**src/rtl/ram512_arbiter_pkg.sv**
```systemverilog
// Shared types and constants for the RAM512 arbiter and clear sequencer.
package ram512_arbiter_pkg;

  localparam int unsigned ADDR_W_DEF = 9;
  localparam int unsigned DATA_W_DEF = 16;
  localparam int unsigned RAM_DEPTH  = 512;

  localparam logic PORT_A = 1'b0;
  localparam logic PORT_B = 1'b1;

  typedef enum logic {
    ST_IDLE  = 1'b0,
    ST_CLEAR = 1'b1
  } state_t;

endpackage

```
**src/rtl/ram512_arbiter_rr_arb2.sv**
```systemverilog
// Two-way round-robin grant; grants are combinational, the priority pointer is registered.
module ram512_arbiter_rr_arb2
  import ram512_arbiter_pkg::*;
(
  input  logic clk,
  input  logic reset_n,
  input  logic i_en,
  input  logic i_req_a,
  input  logic i_req_b,
  output logic o_gnt_a_c,
  output logic o_gnt_b_c
);

  logic r_last;

  // On a tie the port that did not win most recently is served.
  always_comb begin
    o_gnt_a_c = 1'b0;
    o_gnt_b_c = 1'b0;
    if (i_en) begin
      if (i_req_a && (!i_req_b || (r_last == PORT_B))) begin
        o_gnt_a_c = 1'b1;
      end else if (i_req_b) begin
        o_gnt_b_c = 1'b1;
      end
    end
  end

  always_ff @(posedge clk) begin
    if (!reset_n) begin
      r_last <= PORT_B;
    end else if (o_gnt_a_c) begin
      r_last <= PORT_A;
    end else if (o_gnt_b_c) begin
      r_last <= PORT_B;
    end
  end

endmodule

```
**src/rtl/ram512_arbiter.sv**
```systemverilog
// Shares one RAM512 between ports A and B and zero-fills it on a clear command.
module ram512_arbiter
  import ram512_arbiter_pkg::*;
#(
  parameter int unsigned ADDR_W = ADDR_W_DEF,
  parameter int unsigned DATA_W = DATA_W_DEF
) (
  input  logic              clk,
  input  logic              reset_n,
  input  logic              clear,
  output logic              busy,
  output logic              clear_done,
  input  logic              a_req,
  input  logic              a_we,
  input  logic [ADDR_W-1:0] a_addr,
  input  logic [DATA_W-1:0] a_wdata,
  input  logic              b_req,
  input  logic              b_we,
  input  logic [ADDR_W-1:0] b_addr,
  input  logic [DATA_W-1:0] b_wdata,
  output logic              a_gnt,
  output logic              b_gnt,
  output logic              a_rvalid,
  output logic              b_rvalid,
  output logic [DATA_W-1:0] a_rdata,
  output logic [DATA_W-1:0] b_rdata,
  output logic [DATA_W-1:0] ram_in,
  output logic [ADDR_W-1:0] ram_address,
  output logic              ram_load,
  input  logic [DATA_W-1:0] ram_out
);

  localparam logic [ADDR_W-1:0] FILL_LAST = '1;

  state_t            r_state;
  state_t            w_state_next;
  logic [ADDR_W-1:0] r_fill_addr;
  logic [ADDR_W-1:0] w_fill_next;
  logic              r_busy;
  logic              r_clear_done;
  logic              r_a_rvalid;
  logic              r_b_rvalid;
  logic [DATA_W-1:0] r_a_rdata;
  logic [DATA_W-1:0] r_b_rdata;
  logic              w_arb_en;
  logic              w_fill_active;
  logic              w_gnt_a;
  logic              w_gnt_b;

  // Nothing touches the RAM while reset is held, so an aborted fill stops cleanly.
  assign w_arb_en      = (r_state == ST_IDLE) && reset_n;
  assign w_fill_active = (r_state == ST_CLEAR) && reset_n;

  ram512_arbiter_rr_arb2 u_rr_arb2 (
    .clk       (clk),
    .reset_n   (reset_n),
    .i_en      (w_arb_en),
    .i_req_a   (a_req),
    .i_req_b   (b_req),
    .o_gnt_a_c (w_gnt_a),
    .o_gnt_b_c (w_gnt_b)
  );

  always_comb begin
    w_state_next = r_state;
    w_fill_next  = r_fill_addr;
    case (r_state)
      ST_IDLE: begin
        if (clear) begin
          w_state_next = ST_CLEAR;
          w_fill_next  = '0;
        end
      end
      ST_CLEAR: begin
        w_fill_next = r_fill_addr + ADDR_W'(1);
        if (r_fill_addr == FILL_LAST) begin
          w_state_next = ST_IDLE;
        end
      end
      default: begin
        w_state_next = ST_IDLE;
      end
    endcase
  end

  // RAM pin mux: granted port, else fill writer, else quiet.
  always_comb begin
    ram_address = '0;
    ram_in      = '0;
    ram_load    = 1'b0;
    if (w_gnt_a) begin
      ram_address = a_addr;
      ram_in      = a_wdata;
      ram_load    = a_we;
    end else if (w_gnt_b) begin
      ram_address = b_addr;
      ram_in      = b_wdata;
      ram_load    = b_we;
    end else if (w_fill_active) begin
      ram_address = r_fill_addr;
      ram_load    = 1'b1;
    end
  end

  always_ff @(posedge clk) begin
    if (!reset_n) begin
      r_state      <= ST_IDLE;
      r_fill_addr  <= '0;
      r_busy       <= 1'b0;
      r_clear_done <= 1'b0;
    end else begin
      r_state      <= w_state_next;
      r_fill_addr  <= w_fill_next;
      r_busy       <= (w_state_next == ST_CLEAR);
      r_clear_done <= (r_state == ST_CLEAR) && (r_fill_addr == FILL_LAST);
    end
  end

  // Read data is captured at the grant edge and held until that port reads again.
  always_ff @(posedge clk) begin
    if (!reset_n) begin
      r_a_rvalid <= 1'b0;
      r_b_rvalid <= 1'b0;
      r_a_rdata  <= '0;
      r_b_rdata  <= '0;
    end else begin
      r_a_rvalid <= w_gnt_a && !a_we;
      r_b_rvalid <= w_gnt_b && !b_we;
      if (w_gnt_a && !a_we) begin
        r_a_rdata <= ram_out;
      end
      if (w_gnt_b && !b_we) begin
        r_b_rdata <= ram_out;
      end
    end
  end

  assign a_gnt      = w_gnt_a;
  assign b_gnt      = w_gnt_b;
  assign busy       = r_busy;
  assign clear_done = r_clear_done;
  assign a_rvalid   = r_a_rvalid;
  assign b_rvalid   = r_b_rvalid;
  assign a_rdata    = r_a_rdata;
  assign b_rdata    = r_b_rdata;

endmodule

```
**config.mk**
```make
export PLATFORM = sky130hd
export DESIGN_NAME = ram512_arbiter
export DESIGN_NICKNAME = d
export VERILOG_FILES = /design/src/rtl/ram512_arbiter_pkg.sv /design/src/rtl/ram512_arbiter_rr_arb2.sv /design/src/rtl/ram512_arbiter.sv
export SDC_FILE = /design/constraint.sdc
export NUM_CORES = 1
export LEC_CHECK = 0
export BUFFER_PORTS_ARGS = -buffer_cell sky130_fd_sc_hd__clkbuf_2
export CAP_MARGIN = 25
export CORE_ASPECT_RATIO = 1.25
export CORE_MARGIN = 1.5
export CORE_UTILIZATION = 43
export DETAILED_ROUTE_END_ITERATION = 8
export GPL_ROUTABILITY_DRIVEN = 0
export PLACE_DENSITY = 0.78
export SETUP_SLACK_MARGIN = 0.4
export SKIP_CTS_REPAIR_TIMING = 1
export SLEW_MARGIN = 20
export SYNTH_ARGS = -nofsm -noshare
export SYNTH_HDL_FRONTEND = slang
export SYNTH_SLANG_ARGS = --single-unit
export TNS_END_PERCENT = 30
```
**constraint.sdc**
```tcl
create_clock -name clk -period 1.68 [get_ports clk]
set_input_delay 0.336 -clock clk [delete_from_list [all_inputs] [get_ports clk]]
set_output_delay 0.336 -clock clk [all_outputs]
set_load 0.03 [all_outputs]
```
# ---- After elaboration in Yosys (flattened, before gate mapping)
# Cells that the tools add are included.
dict set report classes {
  addsub 1
  n_eq_ne 2
  muxes 20
  n_bitwise 1
  n_reduce_logical 11
}
# op n
set op_table {}
lappend op_table {{2-to-1 mux 9 bit} 4}
lappend op_table {{2-to-1 mux 16 bit} 2}
lappend op_table {{case mux 9 bit (2 select lines)} 1}
lappend op_table {{2-to-1 mux 1 bit} 12}
lappend op_table {{adder 9 x 1 -> 9 bit (second input constant)} 1}
lappend op_table {{== test 9 bit (second input constant)} 1}
lappend op_table {{logical AND 1 bit} 6}
lappend op_table {{logical NOT 1 bit} 3}
lappend op_table {{inequality test 2 bit (second input constant)} 1}
lappend op_table {{case mux 1 bit (2 select lines)} 1}
lappend op_table {{nonzero test 2 bit} 1}
lappend op_table {{logical OR 1 bit} 1}
lappend op_table {{NOT 1 bit} 1}
dict set report word_totals {
  register_bits 46
  inputBits 73
  out_inout_bits 64
  wordCells 43
}

# ---- Longest topological paths before layout
dict set report logic_depth {
  depth_word 7
  depth_mapped 6
  ltp_nobuf 6
}

# ---- Cells and area by module
# From an unflattened synthesis, not the netlist that was laid out.
dict set report unflattened {
  hier_cells 261
  area_unflattened_um2 2134.5
}
# mod n_inst cells_per_inst area_each_um2 seq_area_each_um2
set by_module_without_submodules {}
lappend by_module_without_submodules {ram512_arbiter 1 253 2078.2 900.9}
lappend by_module_without_submodules {ram512_arbiter_rr_arb2 1 8 56.3 20.0}

# ---- Worst setup path after synthesis
# OpenSTA, ideal clock, no wires.
dict set report synth_path {
  kind {register to output}
  startpoint {register busy (netlist name)}
  endpoint {output ram_load}
  arrival_time_ps 1697
  required_time_ps 1344
  setup_slack_ps -353
  path_stages_with_launch 7
  path_buffers 3
  cell_sequence {dfxtp_1 -> buf_4 -> nor2b_4 -> and4b_1 -> buf_6 -> buf_8 -> a21oi_1}
}
# element line_no
set synth_rtl {}
lappend synth_rtl {{end: declaration} ram512_arbiter.sv:29} ;# output logic ram_load,

==> metrics.md <==
| Metric | Value |
|---|---|
| Status | `complete, but fails checks` |
| Failing checks | `negative setup slack` |
| Final Setup Violations | `27` |
| FP Rows | `29` |
| Avg WL per Cell | `15.3 microns` |
| CP Max Fanout | `7` |
| Share of cells above drive strength 1 | `0.533` |
| Crit end category | `output port` |
| Initial DRC Count | `89` |
| MaxCap Viol Count | `0` |
| Leading area contributor after synthesis | `dfxtp_1` |
| Post-synthesis cell count | `238` |
| Post-DP HPWL | `4290 microns` |
| Clk_lat worst skew | `0.30 ns` |
| Max Clock Freq | `0.525 GHz` |
| DRC viols | `0` |
| Mapped Nets | `313` |
| Leak | `1.63 nW` |
| Die height | `83.8 microns` |
| Port buffer count | `136` |
| Final Worst Setup Slack | `-0.226 ns` |
| ANT nets after route | `0` |
| CTS buffer count | `5` |
| Crit share post-route | `1.13` |
| Largest net degree at the start of global routing | `50` |
| Least-Margin Pin Slew | `0.466 ns` |
| H-tree depth | `2` |
| Top post-synthesis cells by area | `dfxtp_1 (41%), mux2i_1 (16%), nand2_1 (8.3%)` |
| Max-slew violation count | `0` |
| Synthesis-stage register bit count | `46` |
| Post-synth top cells | `nand2_1 (50), dfxtp_1 (46), mux2i_1 (35)` |
| Routed WL | `6830 microns` |
| Maximum vdd ir drop | `534 uV` |
| Avg Cell Area, Syn | `9.45 sq um` |
| Critical path class | `reg2out` |
| Hold WS | `0.283 ns` |
| Starting Density | `0.446` |
| Minimum clock period | `1.91 ns` |
| Vias per cell | `5.34` |
| Worst path required time | `1.34 ns` |
| # IOs | `137` |
| Antenna cells | `0` |
| First-pass DRT Iterations | `5` |
| Crit path DAT | `1.57 ns` |
| Count leader, synth | `nand2_1` |
| Setup TNS | `-4.95 ns` |
| Clk root buf | `clkbuf_8` |
| FILL cells | `392` |
| Total die area | `0.00567 sq mm` |
| Final Hold Fails | `0` |
| Post-synth EDFFs | `0` |
| Vias | `2378` |
| CORE AREA | `0.00504 sq mm` |
| Cells after DPL | `431` |
| CTS tree | `yes` |
| Unrepaired setup endpoints after global routing | `yes` |
| Clock transition at the registers of the reported paths | `0.09 ns` |
| Final core occ | `0.683` |
| Clock Skews | `0.00375 ns` |
| Post-synthesis cell type count | `34` |
| Initial antenna violation count | `0` |
| Grt total ovfl | `0` |
| HP Class | `in2reg` |
| Die Wd | `67.7 microns` |
| Bufs on Longest Clock Path | `2` |
| Synth async-reset ratio | `0` |
| Ys flop type | `dfxtp_1` |
| Worst Setup Start Kind | `flip-flop` |
| Non-Filler Instances | `445` |
| Nets | `458` |
| First-pass GRT wire length | `8560 microns` |
| YS warnings | `0` |
| Slew headroom | `0.690` |
| Top-area cell type share of the netlist area | `0.410` |
| Vias in the first global route | `2005` |
| Clock Sinks | `46` |
| Area growth from synthesis to layout | `53.3%` |
| Seq/Total Area, Yosys | `0.410` |
| Total GRT Usage | `0.194` |
| Pwr/cell area | `709 mW/mm^2` |
| Mapped Area | `0.00225 sq mm` |
==> placed cells by master (no fill, tap or decap), types with 3 or more instances in the layout <==
cell type  Yosys  layout
a21oi_1        5       3
a221o_1        9       6
a221o_2        0       3
a22o_2         0      16
and3_1        12      12
and3_4         1       4
buf_4          2      18
buf_6          5      18
clkbuf_2       0     107
clkbuf_4       0       7
clkbuf_8       0       5
dfxtp_1       46      41
dfxtp_4        0       3
mux2i_1       35      35
nand2_1       50      49
nand3_1        7       5
nor2b_1        4       4
nor3b_1        4       3
o21ai_0        5       4
==> registers in the layout (all words and copies together), names as in the netlist <==
name              cells
a_rdata              16
b_rdata              16
a_rvalid              1
busy                  1
clear_done            1
b_rvalid              1
u_rr_arb2.r_last      1
r_fill_addr           9
==> power by group <==
part / total [mW] / internal [mW] / switching (mW)
clock: 0.657 / 0.286 / 0.371
sequential: 1.14 / 1.12 / 0.0188
combinational: 0.650 / 0.292 / 0.357
total: 2.44 / 1.70 / 0.748
==> worst paths after layout <==
kind                                  from                  endpoint  slack, ns  cells past startpoint
setup / recovery           busy$_SDFF_PN0_                ram_in[12]      -0.23                      5
setup reg to reg           busy$_SDFF_PN0_   a_rdata[1]$_SDFFE_PN0P_       0.16                      5
hold / removal                  ram_out[6]   a_rdata[6]$_SDFFE_PN0P_       0.28                      3
hold reg to reg   b_rdata[12]$_SDFFE_PN0P_  b_rdata[12]$_SDFFE_PN0P_       0.46                      2
==> worst max-delay path: stages (launching register included) <==
cell,delay (ns)
dfxtp_4,0.36
nor2b_4,0.17
buf_4,0.17
and3_4,0.24
a22o_2,0.16
clkbuf_4,0.18
==> area by class of cell <==
class	count	area [sq um]	share of cell area
Sequential cell	46	935	0.271
Tap cell	62	77.6	0.0225
Multi-Input combinational cell	172	1300	0.378
Clock inverter	2	13.8	0.00399
Timing Repair Buffer	155	1030	0.299
Clock buffer	5	68.8	0.0200
Inverter	3	16.3	0.00472
==> cell families (layout without fill, tap and decap cells) <==
| logic type | Yosys count | count (layout) | synth area share |
|---|---|---|---|
| buf+inv | 23 | 165 | 0.0707 |
| flops | 46 | 46 | 0.410 |
| compound gates | 42 | 42 | 0.150 |
| fa+ha+maj | 2 | 2 | 0.0111 |
| simple gates | 90 | 93 | 0.203 |
| mux | 35 | 35 | 0.156 |
==> per-stage QoR <==
| stage | setup WS (ns) | total power [mW] | area, sq um |
|---|---|---|---|
| 2_1_floorplan | -0.0188 | 1.51 | 2290 |
| 3_3_place_gp | -0.0982 | 1.69 | 3030 |
| 3_5_place_dp | -0.126 | 1.70 | 3030 |
| 4_1_cts | -0.346 | 2.35 | 3110 |
| 5_1_grt | -0.257 | 2.54 | 3450 |
| 6_report | -0.226 | 2.44 | 3450 |
==> metal layers <==
layer / up-vias / global-route usage / part of all wire
met5: - / 0 / 0
met2: 123 / 0.331 / 0.49
met3: 12 / 0.0486 / 0.097
met4: 0 / 0.0761 / 0.016
li1: 1149 / - / -
met1: 1094 / 0.225 / 0.39
Power figures use the tool's default switching activity.
